--- src/rtl/timer_dev_if.sv ---
// timer_dev_if: data-memory bus slice seen by the countdown timer.
//   addr  word select (0=CTRL, 1=PRESET, 2=COUNT, 3=reserved)
//   we    write strobe, already qualified by the core's address decode
//   din   write data
//   dout  read data of the addressed register (combinational)
//   irq   level interrupt request
// The master modport is the CPU side; the slave modport is the timer.
interface timer_dev_if;
    logic [1:0]  addr;
    logic        we;
    logic [31:0] din;
    logic [31:0] dout;
    logic        irq;

    modport master (output addr, we, din, input dout, irq);
    modport slave  (input addr, we, din, output dout, irq);
endinterface

--- src/rtl/timer_dev.sv ---
// timer_dev: memory-mapped programmable countdown timer.
//   clk  system clock, rising edge
//   rst  asynchronous, active-high reset
//   bus  timer_dev_if slave port (addr/we/din in, dout/irq out)
// Registers: CTRL (EN bit0, MODE bits[2:1], IM bit3), PRESET, COUNT (read-only).
// COUNT is loaded from PRESET when the counter (re)starts and decrements to 0;
// expiry sets pending. One-shot mode then clears EN; auto-reload mode restarts
// and drops pending after one cycle. irq = IM & pending.
module timer_dev #(
    parameter int unsigned CNT_W = 32
) (
    input  logic        clk,
    input  logic        rst,
    timer_dev_if.slave  bus
);

    typedef enum logic [1:0] {
        IDLE = 2'd0,
        LOAD = 2'd1,
        CNT  = 2'd2,
        INT  = 2'd3
    } state_t;

    localparam logic [CNT_W-1:0] ONE = CNT_W'(1);

    state_t           state;
    logic [3:0]       ctrl;
    logic [CNT_W-1:0] preset;
    logic [CNT_W-1:0] count;
    logic             pending;

    logic en;
    logic reload;
    logic im;
    logic ctrl_wr;
    logic preset_wr;
    logic expire;

    assign en        = ctrl[0];
    assign reload    = (ctrl[2:1] == 2'b01);   // MODE 1x behaves as one-shot
    assign im        = ctrl[3];
    assign ctrl_wr   = bus.we && (bus.addr == 2'd0);
    assign preset_wr = bus.we && (bus.addr == 2'd1);
    assign expire    = (state == CNT) && en && (count == '0);

    always_ff @(posedge clk or posedge rst) begin
        if (rst) begin
            state   <= IDLE;
            ctrl    <= '0;
            preset  <= '0;
            count   <= '0;
            pending <= 1'b0;
        end else begin
            case (state)
                IDLE: begin
                    if (en) state <= LOAD;
                end
                LOAD: begin
                    count <= preset;
                    state <= CNT;
                end
                CNT: begin
                    if (!en) begin
                        state <= IDLE;
                    end else if (count != '0) begin
                        count <= count - ONE;
                    end else begin
                        state <= INT;
                    end
                end
                INT: begin
                    if (reload) begin
                        state <= LOAD;
                    end else begin
                        ctrl[0] <= 1'b0;
                        state   <= IDLE;
                    end
                end
                default: state <= IDLE;
            endcase

            // Placed after the FSM so a CPU CTRL write overrides the one-shot EN clear.
            if (ctrl_wr)   ctrl   <= bus.din[3:0];
            if (preset_wr) preset <= bus.din[CNT_W-1:0];

            // Expiry beats a simultaneous CTRL-write clear.
            if (expire)
                pending <= 1'b1;
            else if (ctrl_wr || ((state == INT) && reload))
                pending <= 1'b0;
        end
    end

    always_comb begin
        bus.dout = '0;
        case (bus.addr)
            2'd0:    bus.dout = {28'd0, ctrl};
            2'd1:    bus.dout = 32'(preset);
            2'd2:    bus.dout = 32'(count);
            default: bus.dout = '0;
        endcase
    end

    assign bus.irq = im & pending;

endmodule
--- src/flat_wrapper.sv ---
// flat-port wrapper written by rule: the top's interface ports become plain ports
module timer_dev_flat 
#(
    parameter int unsigned CNT_W = 32
)
  (clk, rst, bus_addr, bus_we, bus_din, bus_dout, bus_irq);
  timer_dev_if bus_i ();
  input  logic clk;
  input  logic rst;
  input wire logic [$bits(bus_i.addr)-1:0] bus_addr;
  input wire logic [$bits(bus_i.we)-1:0] bus_we;
  input wire logic [$bits(bus_i.din)-1:0] bus_din;
  output wire logic [$bits(bus_i.dout)-1:0] bus_dout;
  output wire logic [$bits(bus_i.irq)-1:0] bus_irq;
  assign bus_i.addr = bus_addr;
  assign bus_i.we = bus_we;
  assign bus_i.din = bus_din;
  assign bus_dout = bus_i.dout;
  assign bus_irq = bus_i.irq;
  timer_dev #(.CNT_W(CNT_W)) u_core (.clk(clk), .rst(rst), .bus(bus_i));
endmodule
--- config.mk ---
export PLATFORM = sky130hd
export DESIGN_NAME = timer_dev_flat
export DESIGN_NICKNAME = d
export VERILOG_FILES = /design/src/rtl/timer_dev_if.sv /design/src/rtl/timer_dev.sv /design/src/flat_wrapper.sv
export SDC_FILE = /design/constraint.sdc
export NUM_CORES = 1
export LEC_CHECK = 0
export CAP_MARGIN = 20
export CELL_PAD_IN_SITES_DETAIL_PLACEMENT = 1
export CELL_PAD_IN_SITES_GLOBAL_PLACEMENT = 1
export CORE_MARGIN = 2
export CORE_UTILIZATION = 37
export CTS_CLUSTER_SIZE = 12
export DETAILED_ROUTE_END_ITERATION = 10
export GPL_TIMING_DRIVEN = 0
export HOLD_SLACK_MARGIN = 0.06
export MAX_ROUTING_LAYER = met4
export PLACE_DENSITY = 0.79
export SYNTH_ARGS = -nofsm -noshare
export SYNTH_HDL_FRONTEND = slang
export SYNTH_SLANG_ARGS = --single-unit
export TNS_END_PERCENT = 20
--- constraint.sdc ---
create_clock -name clk -period 5.78 [get_ports clk]
set_clock_uncertainty 0.2 [all_clocks]
set_input_delay 0.867 -clock clk [delete_from_list [all_inputs] [get_ports clk]]
set_output_delay 0.867 -clock clk [all_outputs]
set_load 0.02 [all_outputs]
=== After elaboration in Yosys (flattened, before gate mapping) ===
Index checks and enable logic that the tools add are counted.

* Logic and storage cells: 49
* Output and inout port bits: 33
* Bits in registers: 71
* Input bits: 37

* Mux-type cells: 14
* Reduce and logical (&&, ||, !) cells: 16
* Bitwise logic cells: 1
* Equality and inequality tests: 11
* Add/subtract/negate cells: 1

{| class="wikitable"
|+ Operator list
! kind !! number
|-
| $pmux 32 s3 || 1
|-
| $mux 32 || 2
|-
| $pmux 32 s2 || 1
|-
| $logic_not 32->1 || 1
|-
| $reduce_bool 32->1 || 1
|-
| $sub 32x1->32 const B || 1
|-
| $pmux 2 s4 || 1
|-
| $eq 2x1->1 const B || 3
|-
| $eq 2x2->1 const B || 3
|-
| $mux 1 || 6
|-
| $mux 2 || 3
|-
| $reduce_bool 2->1 || 3
|-
| $logic_and 1x1->1 || 5
|-
| $logic_not 2->1 || 2
|-
| $ne 2x1->1 const B || 2
|-
| $ne 2x2->1 const B || 2
|-
| $reduce_and 2->1 || 2
|-
| $ne 3x3->1 const B || 1
|-
| $reduce_and 3->1 || 1
|-
| $and 1x1->1 || 1
|-
| $logic_or 1x1->1 || 1
|}

=== Logic depth before layout (Yosys ltp) ===
Gate-level depths: netlist of the first run.

* Depth after elaboration: 5
* Mapped depth: 8
* Gate-level depth less buffers: 7

=== Worst setup path before layout of the first run ===
Ideal clock, no wire load.

* Kind: input-to-output
* From: input port bus_addr[1]
* To: output port bus_dout[11]
* Buffers on the path: 3
* Cell stages on the path: 5
* Slack: 2.576 ns
* Data arrival time: 2.137 ns
* Required time: 4.713 ns
* Cells stage by stage: clkbuf_1 > nor2b_1 > clkbuf_1 > clkbuf_1 > a22o_1

* Cells in the longest elaborated chain, start to end: 2

{| class="wikitable"
|+ Ends and longest elaborated chain
! item !! RTL line !! text
|-
| start: declaration || flat_wrapper.sv:10 || <nowiki>input wire logic [$bits(bus_i.addr)-1:0] bus_addr;</nowiki>
|-
| $eq 2x2->1 (tied with other cells) || timer_dev.sv:96 || <nowiki>case (bus.addr)</nowiki>
|-
| $pmux 32 s3 (*) || timer_dev.sv:96 ||
|-
| end: declaration || flat_wrapper.sv:13 || <nowiki>output wire logic [$bits(bus_i.dout)-1:0] bus_dout;</nowiki>
|}

Every way passes the cells marked *; elsewhere a longest branch is shown, timed or not.

=== Worst setup path after layout of the first run ===
* From: input port bus_addr[0]
* To: output port bus_dout[25]

Same word-level chain as after synthesis.

==> results of run 1 <==
## sequential cells by signal, summed over array words and instances (netlist names)
register,flops
u_core.count,32
u_core.state,2
u_core.ctrl,4
u_core.preset,32
u_core.pending,1
## cells by family (layout without fill, tap and decap cells)
logic type                 after synthesis  in the layout  share of synthesized area
xor gates and xnor gates                 1              1                    0.00206
muxes                                   43             43                      0.112
and+or+nand+nor                        141            141                      0.204
AOI/OAI and AO/OA                      121            121                      0.201
adders and majority gates                5              5                     0.0147
buffers and inverters                   48            131                     0.0475
DFF                                     71             71                      0.419
## power by group through the flow
stage               registers, W  logic, W  clock network, W
floorplan               0.000819  0.000954                 0
global placement        0.000879   0.00139                 0
detailed placement      0.000892   0.00143                 0
CTS                     0.000885   0.00144          0.000508
global route            0.000916   0.00158          0.000527
finish                  0.000891   0.00147          0.000499
## critical path: cells and delay by family
kind,cells,cell delay [ns]
AO/OA/AOI/OAI,1,0.25
buffers and inverters,4,2.27
AND/OR/NAND/NOR,1,0.14
## path summary, 6_finish.rpt
check                               endpoint  slack (ns)
max                             bus_dout[25]        1.18
min reg2reg                u_core.preset[15]        0.33
max in group asynchronous  u_core.preset[13]        4.19
min in group asynchronous    u_core.count[5]        0.63
max reg2reg                 u_core.count[14]        2.18
min                        u_core.preset[15]        0.33
## stage by stage
| step | cell area, um^2 | power [W] | utilization | hold WS, ns | std cells |
|---|---|---|---|---|---|
| after global routing | 5390 | 0.00302 | 0.476 | 0.351 | 656 |
| after CTS | 5390 | 0.00284 | 0.476 | 0.338 | 655 |
| after detailed placement | 5130 | 0.00232 | 0.453 | 0.327 | 642 |
| final | 5390 | 0.00286 | 0.476 | 0.334 | 656 |
| after global placement | 5100 | 0.00227 | 0.451 | 0.316 | 641 |
| after floorplan | 4240 | 0.00177 | - | 0.270 | 430 |
## cell type report
| type | instances | area, um^2 |
|---|---|---|
| Inverter | 15 | 58.8 |
| Clock buffer | 11 | 243 |
| Tap cell | 143 | 179 |
| Multi-Input combinational cell | 311 | 2260 |
| Timing Repair Buffer | 70 | 713 |
| Sequential cell | 71 | 1780 |
| Buffer | 33 | 145 |
| Clock inverter | 2 | 10.0 |
| Fill cell | 1296 | 5930 |
## metal layers
layer  global-route usage  wire (um)  vias to the layer above
li1                     -          -                     1806
met1                0.325       6640                     2030
met2                0.414       7340                      128
met3               0.0410        693                       34
met4                0.107        452                        0
met5                    -          0                        -
## cells in the final DEF, fill, tap and decap left out, types with 4 or more instances in the layout
cell	n
buf_1	4
a21oi_1	20
nand3_1	10
buf_2	5
or4_1	5
nor4_1	21
nor3_1	14
nand4_1	8
a32o_1	4
a22o_1	29
nor2b_1	4
o22ai_1	13
mux2_2	35
nand2_1	36
clkbuf_1	23
mux2i_1	8
o21ai_0	24
nor2_1	13
clkdlybuf4s50_1	68
ha_1	5
dfrtp_1	71
inv_1	13
o211ai_1	4
clkbuf_16	9
==> flow_metrics.tcl, run 1 <==
set metrics [dict create \
    outcome "finished clean" \
    cp_slowest_stage_delay_ns 0.64 \
    synth_warnings 0 \
    cts_hold_buffers 0 \
    r2r.worst_path.cells 8 \
    cts_setup_buffers 0 \
    timing.final.crit_period_ns 4.60 \
    die_w_um 111 \
    synthTopCellsByArea "dfrtp_1, mux2_2, a22o_1, nand2_1, nor4_1" \
    firstDrtPassIters 5 \
    final_nets 553 \
    numClockSinks 71 \
    finalSetupViolCount 0 \
    p_sw_w 0.00135 \
    min_path_type "reg2reg" \
    syn_avg_cell_area_um2 9.87 \
    p_int_w 0.00150 \
    cp-start-kind "input pin" \
    crit_chain "clkdlybuf4s50_1 -> nor2b_1 -> clkbuf_1 -> clkbuf_1 -> a22o_1 -> clkdlybuf4s50_1" \
    syn_to_final_growth_pct 27.0 \
    yosysMostFrequentCell "dfrtp_1" \
    clkPwrFrac 0.175 \
    seq_area_frac_synth 0.419 \
    cp_max_fo 10 \
    rows 39 \
    track_usage 0.257 \
    die_area_um2 12300 \
    place_ws_ns 1.22 \
    clockBufferDepth 2 \
    combPwrFrac 0.514 \
    hold_path_startpoint "u_core.preset[15]" \
    cts_tree "done" \
    drc 0 \
    power_density_nw_per_um2 530 \
    peakVddDrop_uv 215 \
    p_leak_nw 2.07 \
    gp_congestion 0.910 \
    setup_ws_ns 1.18 \
    tightestPinTransition_ns 0.913 \
    required_ns 4.71 \
    wirelength_mm 15.1 \
    wire_per_inst_um 23.1 \
    cts_max_level 3 \
    ys_async_sr_fraction 1.00 \
    synth_cells 430 \
    synth_seq_cells 71 \
    portBuffers 68 \
    io_pins 70 \
    dp_hpwl_mm 10.6 \
    synthFlopType "dfrtp_1" \
    drt_iter0_markers 187 \
    drive_above_1_share 0.152 \
    antenna_found_initial 0 \
    synth_common_cells "dfrtp_1, nand2_1, mux2_2" \
    drtAntennaViolNets 0 \
    root_buffer "clkbuf_16" \
    cp-end-kind "primary output" \
    rsz0062_at_grt "false" \
    setup_tns_ns 0 \
    fmax_mhz 217 \
    drv_slew 0 \
    grt_max_degree 52 \
    synth-edff-count 0 \
    syn-cell-area_um2 4240 \
    cp.arrival_ns 3.54 \
    synth_nets 472 \
    path_class "in2out" \
    vias 3998 \
    overflow 0 \
    die_h_um 111 \
    hold_path_depth 1 \
    diodes 0 \
    clk_pin_slew_ns 0.05 \
    swShare 0.474 \
    initial_core_util 0.375 \
    seqPwrFrac 0.312 \
    synth_top_area_frac 0.419 \
    maxSlewHeadroom 0.392 \
    grt_pass1_wl_mm 23.8 \
    via_per_inst 6.09 \
    synthDistinctLibCells 62 \
    grt_pass1_vias 4200 \
    critical-path-slowest-cell "clkbuf_1" \
    cts_resized 0 \
    crit_start "bus_addr[0]" \
    hold_viol 0 \
    numCtsBuffers 9 \
    r2r_start "u_core.state[0]" \
    insertion_delay_ns 0.34 \
    drv_cap 0 \
    core_area_um2 11300 \
    synth_area_leader_cell "dfrtp_1" \
    post-route-period-util 0.796 \
]
(Power assumes the default switching activity.)
==> inputs of run 2 (changes only) <==
Clock period 5.78 ns to 4.6 ns, I/O delays scaled along.
==> results of run 2 <==
Same layout as run 1 (identical final DEF). Status: finished clean.
Among the figures that moved: setup slack after placement 1.22 ns -> 0.389 ns; setup slack after layout 1.18 ns -> 0.351 ns; register-to-register setup slack 2.18 ns -> 1.00 ns; total power 0.00286 W -> 0.00359 W; worst IR drop on VDD 215 uV -> 270 uV
==> patch: new RTL, flow settings as in run 2 <==
Make the reset (`rst`) synchronous in one clocked block. Comments in the files are not updated.
--- a/src/rtl/timer_dev.sv
+++ b/src/rtl/timer_dev.sv
@@ -45,3 +45,3 @@
 
-    always_ff @(posedge clk or posedge rst) begin
+    always_ff @(posedge clk) begin
         if (rst) begin
Behaviour: differs if rst is asserted again (counterexample within 4 cycles, from zero or initial values and one cycle with rst high); with rst held inactive, the same outputs for 4 cycles.
==> patch against run 2 <==
- utilization is 0.43 points lower
- sequential cell count stayed put
- synthesized area shrank 4.9%
- final area shrank 5.9%
- first-iteration DRC count increased by 110%
- routed wire length is 11% higher
- via count up 16%
- worst setup slack worse by 0.19 ns
- worst hold slack lost 0.053 ns
Power is not compared: it rests on default switching activity, and its combinational part moved more than twofold at a synthesized area within 25%.
==> patch: results (changes against run 2) <==
Worst setup path
  – Reg-to-Reg End: u_core.count[29]$_SDFFE_PP0P_
  – Setup crit end: bus_dout[26]
  – Reg2reg start: u_core.count[0]$_SDFFE_PP0P_
  – Slowest stage delay, CP: 0.61 ns (-0.03 ns)
  – R2R depth: 9 (+1)
  – CP Data Arrival Time: 3.55 ns (+0.19 ns)

STA
  – Measured slew at the worst slew-check pin: 0.936 ns (+0.0238 ns)

Outcome
  – Outcome: finished clean

Global routing
  – GRT Total Usage: 31.3% (+5.6 points)
  – GR met3 Demand/Resource: 5.30% (+1.2 points)
  – Vias in the first global route: 4775 (+14%)
  – Largest net degree at the start of global routing: 11 (-79%)
  – Met2 usage in global routing: 48.4% (+7.0 points)

Detailed routing
  – DR WL met3: 1.06 mm (+53%)
  – Met2 wire length: 7.89 mm (+7.4%)
  – DRT Wirelength: 16.8 mm (+11%)
  – Wire length per cell: 22.1 um (-4.0%)

Synthesis
  – Async set-reset flop share out of synthesis: 0% (-100 points)
  – Library cells used by synthesis: 61 (-1.6%)
  – Sequential area share after synthesis: 35.2% (-6.7 points)
  – Syn nets: 578 (+22%)

Placed design
  – Post-DP Area: 4890 sq um (-4.7%)
  – Placed cell count: 744 (+16%)
  – Dpl ws: 0.171 ns (-0.218 ns)

Clocking
  – Clk_lat worst skew: 0.37 ns (+0.03 ns)

Worst hold path
  – Hold Startpoint: u_core.preset[17]$_SDFFE_PP0P_
==> patch: changes by cell type in the layout (fill, tap and decap cells not counted), sizes merged, moves of 7 or more <==
cell           run 2  this run
a21oi             20        74
mux2              35         0
dfrtp             71         0
nand2             36       111
clkbuf            34        50
o32ai              1         8
dfxtp              0        71
nor2              13        21
nor4              26        12
o22ai             14         1
==> patch: kinds of logic (layout without fill, tap and decap cells) <==
family,after synthesis,count (layout),share of synthesized area [%]
AND/OR/NAND/NOR,221,221,26.5
AO/OA/AOI/OAI,181,181,29.9
flip-flops,71,71,35.2
buffers and inverters,52,136,5.39
adder cells (fa/ha/maj),5,5,1.55
multiplexers,4,4,0.992
XOR/XNOR,2,2,0.434
==> patch: layout make-up <==
cell class | count | area share (%)
repair buffers | 69 | 13.5
multi-input cells | 413 | 47.3
flip-flops and latches | 71 | 28.0
plain buffers | 43 | 3.63
clock inverters | 1 | 0.592
clock buffers | 14 | 2.81
inverters | 9 | 0.666
well taps | 140 | 3.46
